--- config.mk ---
export PLATFORM = sky130hd
export DESIGN_NAME = snap_rd_unloader
export DESIGN_NICKNAME = d
export VERILOG_FILES = /design/src/rtl/snap_rd_unloader.sv
export SDC_FILE = /design/constraint.sdc
export NUM_CORES = 1
export LEC_CHECK = 0
export BUFFER_PORTS_ARGS = -buffer_cell sky130_fd_sc_hd__buf_2
export CORE_MARGIN = 1.5
export CORE_UTILIZATION = 55
export DETAILED_ROUTE_END_ITERATION = 10
export GPL_TIMING_DRIVEN = 0
export PLACE_DENSITY = 0.9
export SETUP_SLACK_MARGIN = 0.05
export SKIP_CTS_REPAIR_TIMING = 1
export SYNTH_ARGS = -nofsm -noshare
export SYNTH_HDL_FRONTEND = slang
export SYNTH_SLANG_ARGS = --single-unit
--- constraint.sdc ---
create_clock -name clk -period 2.6 [get_ports clk]
set_input_delay 0.52 -clock clk [delete_from_list [all_inputs] [get_ports clk]]
set_output_delay 0.52 -clock clk [all_outputs]
set_load 0.02 [all_outputs]
--- src/rtl/snap_rd_unloader.sv ---
// -----------------------------------------------------------------------------
// snap_rd_unloader
//
// Purpose:
//   Read-side counterpart of the write-side hold latches. A one-cycle strobe
//   (snap) captures a wide status/counter word into a shadow register in one
//   clock. The host then reads that shadow out as WW-bit words, least
//   significant word first. Each host read strobe (rd) advances to the next
//   word. Because the host only ever sees the frozen shadow, a value that
//   spans several words cannot be torn by a datapath update that lands
//   between two host reads.
//
// Parameters:
//   DW  snapshot width in bits. When DW is not a multiple of WW, the top word
//       is zero-padded.
//   WW  host read word width in bits.
//   NW  derived word count, (DW+WW-1)/WW. Always at least 1.
//
// Ports:
//   clk       in   1   system clock; all state changes on posedge
//   rst_n     in   1   asynchronous active-low reset
//   snap      in   1   one-cycle capture strobe; accepted only while idle
//   din       in   DW  live value, sampled only on an accepted snap
//   rd        in   1   host read strobe; consumes the current word
//   dout      out  WW  current snapshot word (registered)
//   dout_vld  out  1   a snapshot word is presented on dout
//   last      out  1   the word on dout is the final word of the snapshot
//   busy      out  1   an unload is in progress
//   ovfl      out  1   sticky snapshot-overrun flag
//
// Configuration:
//   SNAP_RD_OVERRUN_EN  When defined, ovfl is set by any snap that arrives
//                       during an unload. It is cleared by the next accepted
//                       snap. When undefined, ovfl is tied to 0. The rejection
//                       of such snaps is the same in both builds.
// -----------------------------------------------------------------------------
module snap_rd_unloader #(
   parameter int DW = 48,
   parameter int WW = 16
) (
   input  logic          clk,
   input  logic          rst_n,
   input  logic          snap,
   input  logic [DW-1:0] din,
   input  logic          rd,
   output logic [WW-1:0] dout,
   output logic          dout_vld,
   output logic          last,
   output logic          busy,
   output logic          ovfl
);

   localparam int NW = (DW + WW - 1) / WW;
   localparam int IW = (NW > 1) ? $clog2(NW) : 1;
   localparam int SW = NW * WW;

   localparam logic [IW-1:0] LAST_IDX = IW'(NW - 1);

   localparam logic [0:0] IDLE = 1'b0;
   localparam logic [0:0] SEND = 1'b1;

   logic [0:0]    state_q,  state_d;
   logic [SW-1:0] shadow_q, shadow_d;
   logic [IW-1:0] idx_q,    idx_d;
   logic [WW-1:0] dout_q,   dout_d;
   logic          vld_q,    vld_d;

   logic [SW-1:0] din_pad;
   logic [IW-1:0] idx_nxt;
   logic [WW-1:0] next_word;

   // Zero-extend din to a whole number of words so the top word's pad bits
   // are deterministic.
   always_comb begin
      // NOTE: every signal written in a combinational block gets a default
      // first, so no path through the block can leave it unassigned and
      // infer a latch.
      din_pad          = '0;
      din_pad[DW-1:0]  = din;
   end

   // The next word is selected from the frozen shadow with a plain
   // compare-mux. This keeps the select in range even when NW==1, where the
   // SEND advance path can never be taken.
   always_comb begin
      idx_nxt   = IW'(idx_q + 1'b1);
      next_word = '0;
      for (int w = 0; w < NW; w++) begin
         if (idx_nxt == IW'(w)) begin
            next_word = shadow_q[w*WW +: WW];
         end
      end
   end

   always_comb begin
      state_d  = state_q;
      shadow_d = shadow_q;
      idx_d    = idx_q;
      dout_d   = dout_q;
      vld_d    = vld_q;

      case (state_q)
         IDLE: begin
            // rd is ignored here. A snap loads the shadow and presents
            // word 0 on the following cycle.
            if (snap) begin
               shadow_d = din_pad;
               idx_d    = '0;
               dout_d   = din_pad[WW-1:0];
               vld_d    = 1'b1;
               state_d  = SEND;
            end
         end

         SEND: begin
            // A snap here is rejected. The shadow being unloaded is never
            // touched.
            if (rd) begin
               if (idx_q == LAST_IDX) begin
                  state_d = IDLE;
                  idx_d   = '0;
                  dout_d  = '0;
                  vld_d   = 1'b0;
               end else begin
                  idx_d   = idx_nxt;
                  dout_d  = next_word;
               end
            end
         end

         default: begin
            state_d = IDLE;
            idx_d   = '0;
            dout_d  = '0;
            vld_d   = 1'b0;
         end
      endcase
   end

   // NOTE: sequential state is updated with non-blocking assignments. Every
   // register then samples values from before the edge, whatever order the
   // blocks are evaluated in.
   always_ff @(posedge clk or negedge rst_n) begin
      if (!rst_n) begin
         state_q <= IDLE;
         idx_q   <= '0;
         dout_q  <= '0;
         vld_q   <= 1'b0;
      end else begin
         state_q <= state_d;
         idx_q   <= idx_d;
         dout_q  <= dout_d;
         vld_q   <= vld_d;
      end
   end

   // NOTE: the shadow is a wide storage register, but it is still cleared on
   // reset. A reset mid-unload must leave no trace of the abandoned snapshot.
   always_ff @(posedge clk or negedge rst_n) begin
      if (!rst_n) begin
         shadow_q <= '0;
      end else begin
         shadow_q <= shadow_d;
      end
   end

`ifdef SNAP_RD_OVERRUN_EN
   logic ovfl_q, ovfl_d;

   // Set by a snap that arrives while unloading. Cleared only by the next
   // accepted snap. The two conditions depend on the state, so they can
   // never coincide.
   always_comb begin
      ovfl_d = ovfl_q;
      if (snap) begin
         if (state_q == SEND) begin
            ovfl_d = 1'b1;
         end else begin
            ovfl_d = 1'b0;
         end
      end
   end

   always_ff @(posedge clk or negedge rst_n) begin
      if (!rst_n) begin
         ovfl_q <= 1'b0;
      end else begin
         ovfl_q <= ovfl_d;
      end
   end

   assign ovfl = ovfl_q;
`else
   assign ovfl = 1'b0;
`endif

   assign dout     = dout_q;
   assign dout_vld = vld_q;
   assign last     = vld_q && (idx_q == LAST_IDX);
   assign busy     = (state_q == SEND);

endmodule

==> results by group <==
Global routing
  – Vias in the first global route: approximately 2300
  – Gr ovfl total: 0
  – Initial antenna violation count: 0
  – Grt met2 use: roughly two fifths
  – M3 GR Usage: about 7.6%
  – First-pass GRT wire length: 11400 um
  – Largest net degree at the start of global routing: 69
  – Met1 Usage GRT: a little under a third
  – GRT Max-Usage Layer: met2
  – GRT Total Usage: between 20% and 30%

Setup path
  – Worst-path fanout max: 10
  – Worst path max stage delay: around 460 ps
  – CP arrival: approximately 1600 ps
  – Worst R2R Path Depth: 4
  – Top cell family by delay on the critical path: buffers and inverters
  – WS Path Type: flip-flop to primary output
  – R2R Path End: shadow_q[25]$_DFFE_PN0P_
  – CP Launch Point: idx_q[0]$_DFFE_PN0P_
  – Worst r2r src: busy$_DFF_PN0_
  – R2r setup slk: roughly 1100 ps
  – Crit. End Element: primary output
  – Req. time, crit path: about 2100 ps
  – Bufs and invs on worst path: 2
  – Critical-path cell list: clkbuf_1, and3b_1, buf_2
  – Crit path launch type: flip-flop
  – Slowest cell on crit path: clkbuf_1

STA
  – Slew margin rel.: between 40% and 50%
  – Final hold violations: 0
  – TNS Setup: 0 ps
  – Unrepaired setup endpoints after global routing: no
  – Final Skew: 5.82 ps
  – Fmax: 0.468 GHz
  – Worst slew pin tran: 834 ps
  – Period Utilization, post-route: 82.2%
  – Post-route minimum period: 2140 ps
  – # setup viols final: 0
  – Final Max Tran Viols: 0

Power
  – PwrDens: ~1300 mW/mm^2
  – Leak pwr: roughly 1.7 nW
  – VDD IR max: about 0.00061 V

Drt
  – DRC: 0
  – Routed Antenna Nets: 0
  – Drt pass-1 iters: 4
  – Final wirelength: approximately 7100 um
  – Vias per std cell: 5.80
  – Initial DRC Count: 181
  – Routed WL per cell: between 15 and 20 um
  – Via Count: around 2300

Die
  – Die area: between 0.006 and 0.007 mm^2
  – Core area: about 0.0055 mm^2
  – Top-level I/O count: 72
  – Die height: just under 80 um
  – Initial core utilization: between 50% and 60%
  – Die width: between 70 and 80 um
  – # rows: 27

Job
  – Max-cap viol count: 0

Final layout
  – Layout area overhead: 20.3%
  – Layout cells sized above 1: between 50% and 60%
  – FILL cells: 395
  – FF+latch area: 0.00170 mm^2
  – Core Util, Final: approximately 69%
  – Final nets: roughly 370
  – Fin area: 0.00382 mm^2
  – Non-filler cells, final: 394
  – Number of diodes: 0
  – Area occupied by multi-input gates: between 0.001 and 0.0015 mm^2

Clocking
  – Root Driver: clkbuf_8
  – Cts bufs inserted: 9
  – Clk pin slew, worst setup/hold paths: ~70 ps
  – Worst skew pair latency: around 350 ps
  – Deepest clock path buffer count: 2
  – CTS sink cnt: ~70
  – CTS tree: done
  – H-tree levels: 3

Synth
  – Synth Cell Area: around 0.0032 mm^2
  – Seq cells post-synth: between 60 and 70
  – Cells after synthesis: roughly 240
  – Synthesized area per cell: approximately 13 um^2
  – Sequential share of the synthesized area: approximately 54%
  – Synth unique cells: 25
  – Syn Nets: 288
  – Yosys Warn Count: 0

Placement
  – Gpl congestion: 0.792
  – Dpl hpwl: 4910 um
  – Port buffer count: 70
  – Placed insts: ~380
  – DP Area: approximately 0.0036 mm^2

Worst hold path
  – Hold WC Path Type: primary input to async pin

Status
  – Run status: complete, no violations
==> layout make-up <==
class / count / area share (%)
clock buffers: 10 / 3.60
clock inverters: 6 / 1.67
multi-input cells: 149 / 35.7
flip-flops and latches: 68 / 44.5
well taps: 72 / 2.36
repair buffers: 70 / 9.23
plain buffers: 19 / 2.91
==> state kept, by name, indices dropped and copies added (netlist names) <==
| name | count |
|---|---|
| busy | 1 |
| dout_vld | 1 |
| dout | 16 |
| idx_q | 2 |
| shadow_q | 48 |
==> layout by cell type, fill, tap and decap left out, types with 2 or more instances in the layout <==
cell type   instances
buf_2              76
mux2_2             68
dfrtp_1            68
a21oi_1            17
a22oi_1            16
o22ai_1            16
clkbuf_8           10
mux2_4              9
buf_4               7
clkbuf_1            4
o21ai_0             4
nand2b_1            3
mux2_1              3
and3b_1             2
nor2b_1             2
clkinvlp_4          2
clkinv_2            2
==> layer usage <==
metal  part of all wire [%]  routed length [um]
met4                    1.2                  82
met5                      0                   0
met2                     52                3660
met3                    5.9                 418
met1                     41                2900
==> kinds of logic after synthesis <==
group                  synth area share (%)
AOI/OAI and AO/OA                      10.5
buffers and inverters                  3.50
DFF                                    53.6
muxes                                  29.4
other                                 0.118
and+or+nand+nor                        2.91
==> through the flow <==
step / total power, mW / setup slack (ps) / hold WS [ps]
after global routing: 5.16 / 406 / 337
final: 4.87 / 463 / 287
after floorplan: 3.41 / 1160 / 224
after CTS: 4.89 / 481 / 300
after detailed placement: 4.01 / 872 / 492
after global placement: 3.89 / 720 / 483
==> synth_stat cells (all sizes together) <==
cell     n  area share, %
o21ai    4           0.63
o22ai   16            3.2
nand3b   1           0.24
a21oi   17            2.7
clkbuf   5           0.63
nor2     2           0.32
mux2    80             29
nand2b   3           0.59
nor2b    3           0.67
conb     1           0.12
buf     14            2.9
nor3b    1           0.24
nand2    1           0.12
and2     1           0.20
dfrtp   68             54
a22oi   16            3.8
a21o     1           0.24
and3b    2           0.55
==> how the worst max path moves through the flow <==
| stage | to | slack [ps] | cells past startpoint |
|---|---|---|---|
| after detailed placement | last | 870 | 3 |
| final | last | 460 | 3 |
| after floorplan | dout[1]$_DFFE_PN0P_ | 1160 | 5 |
| after global routing | last | 410 | 3 |
| after global placement | shadow_q[32]$_DFFE_PN0P_ | 720 | 1 |
| after CTS | last | 480 | 3 |
==> where the power goes <==
part	switching (mW)	internal (mW)
Clock	0.400	0.466
Combinational	0.995	1.06
Sequential	0.343	1.61
Total	1.74	3.13
Power figures use the tool's default switching activity.
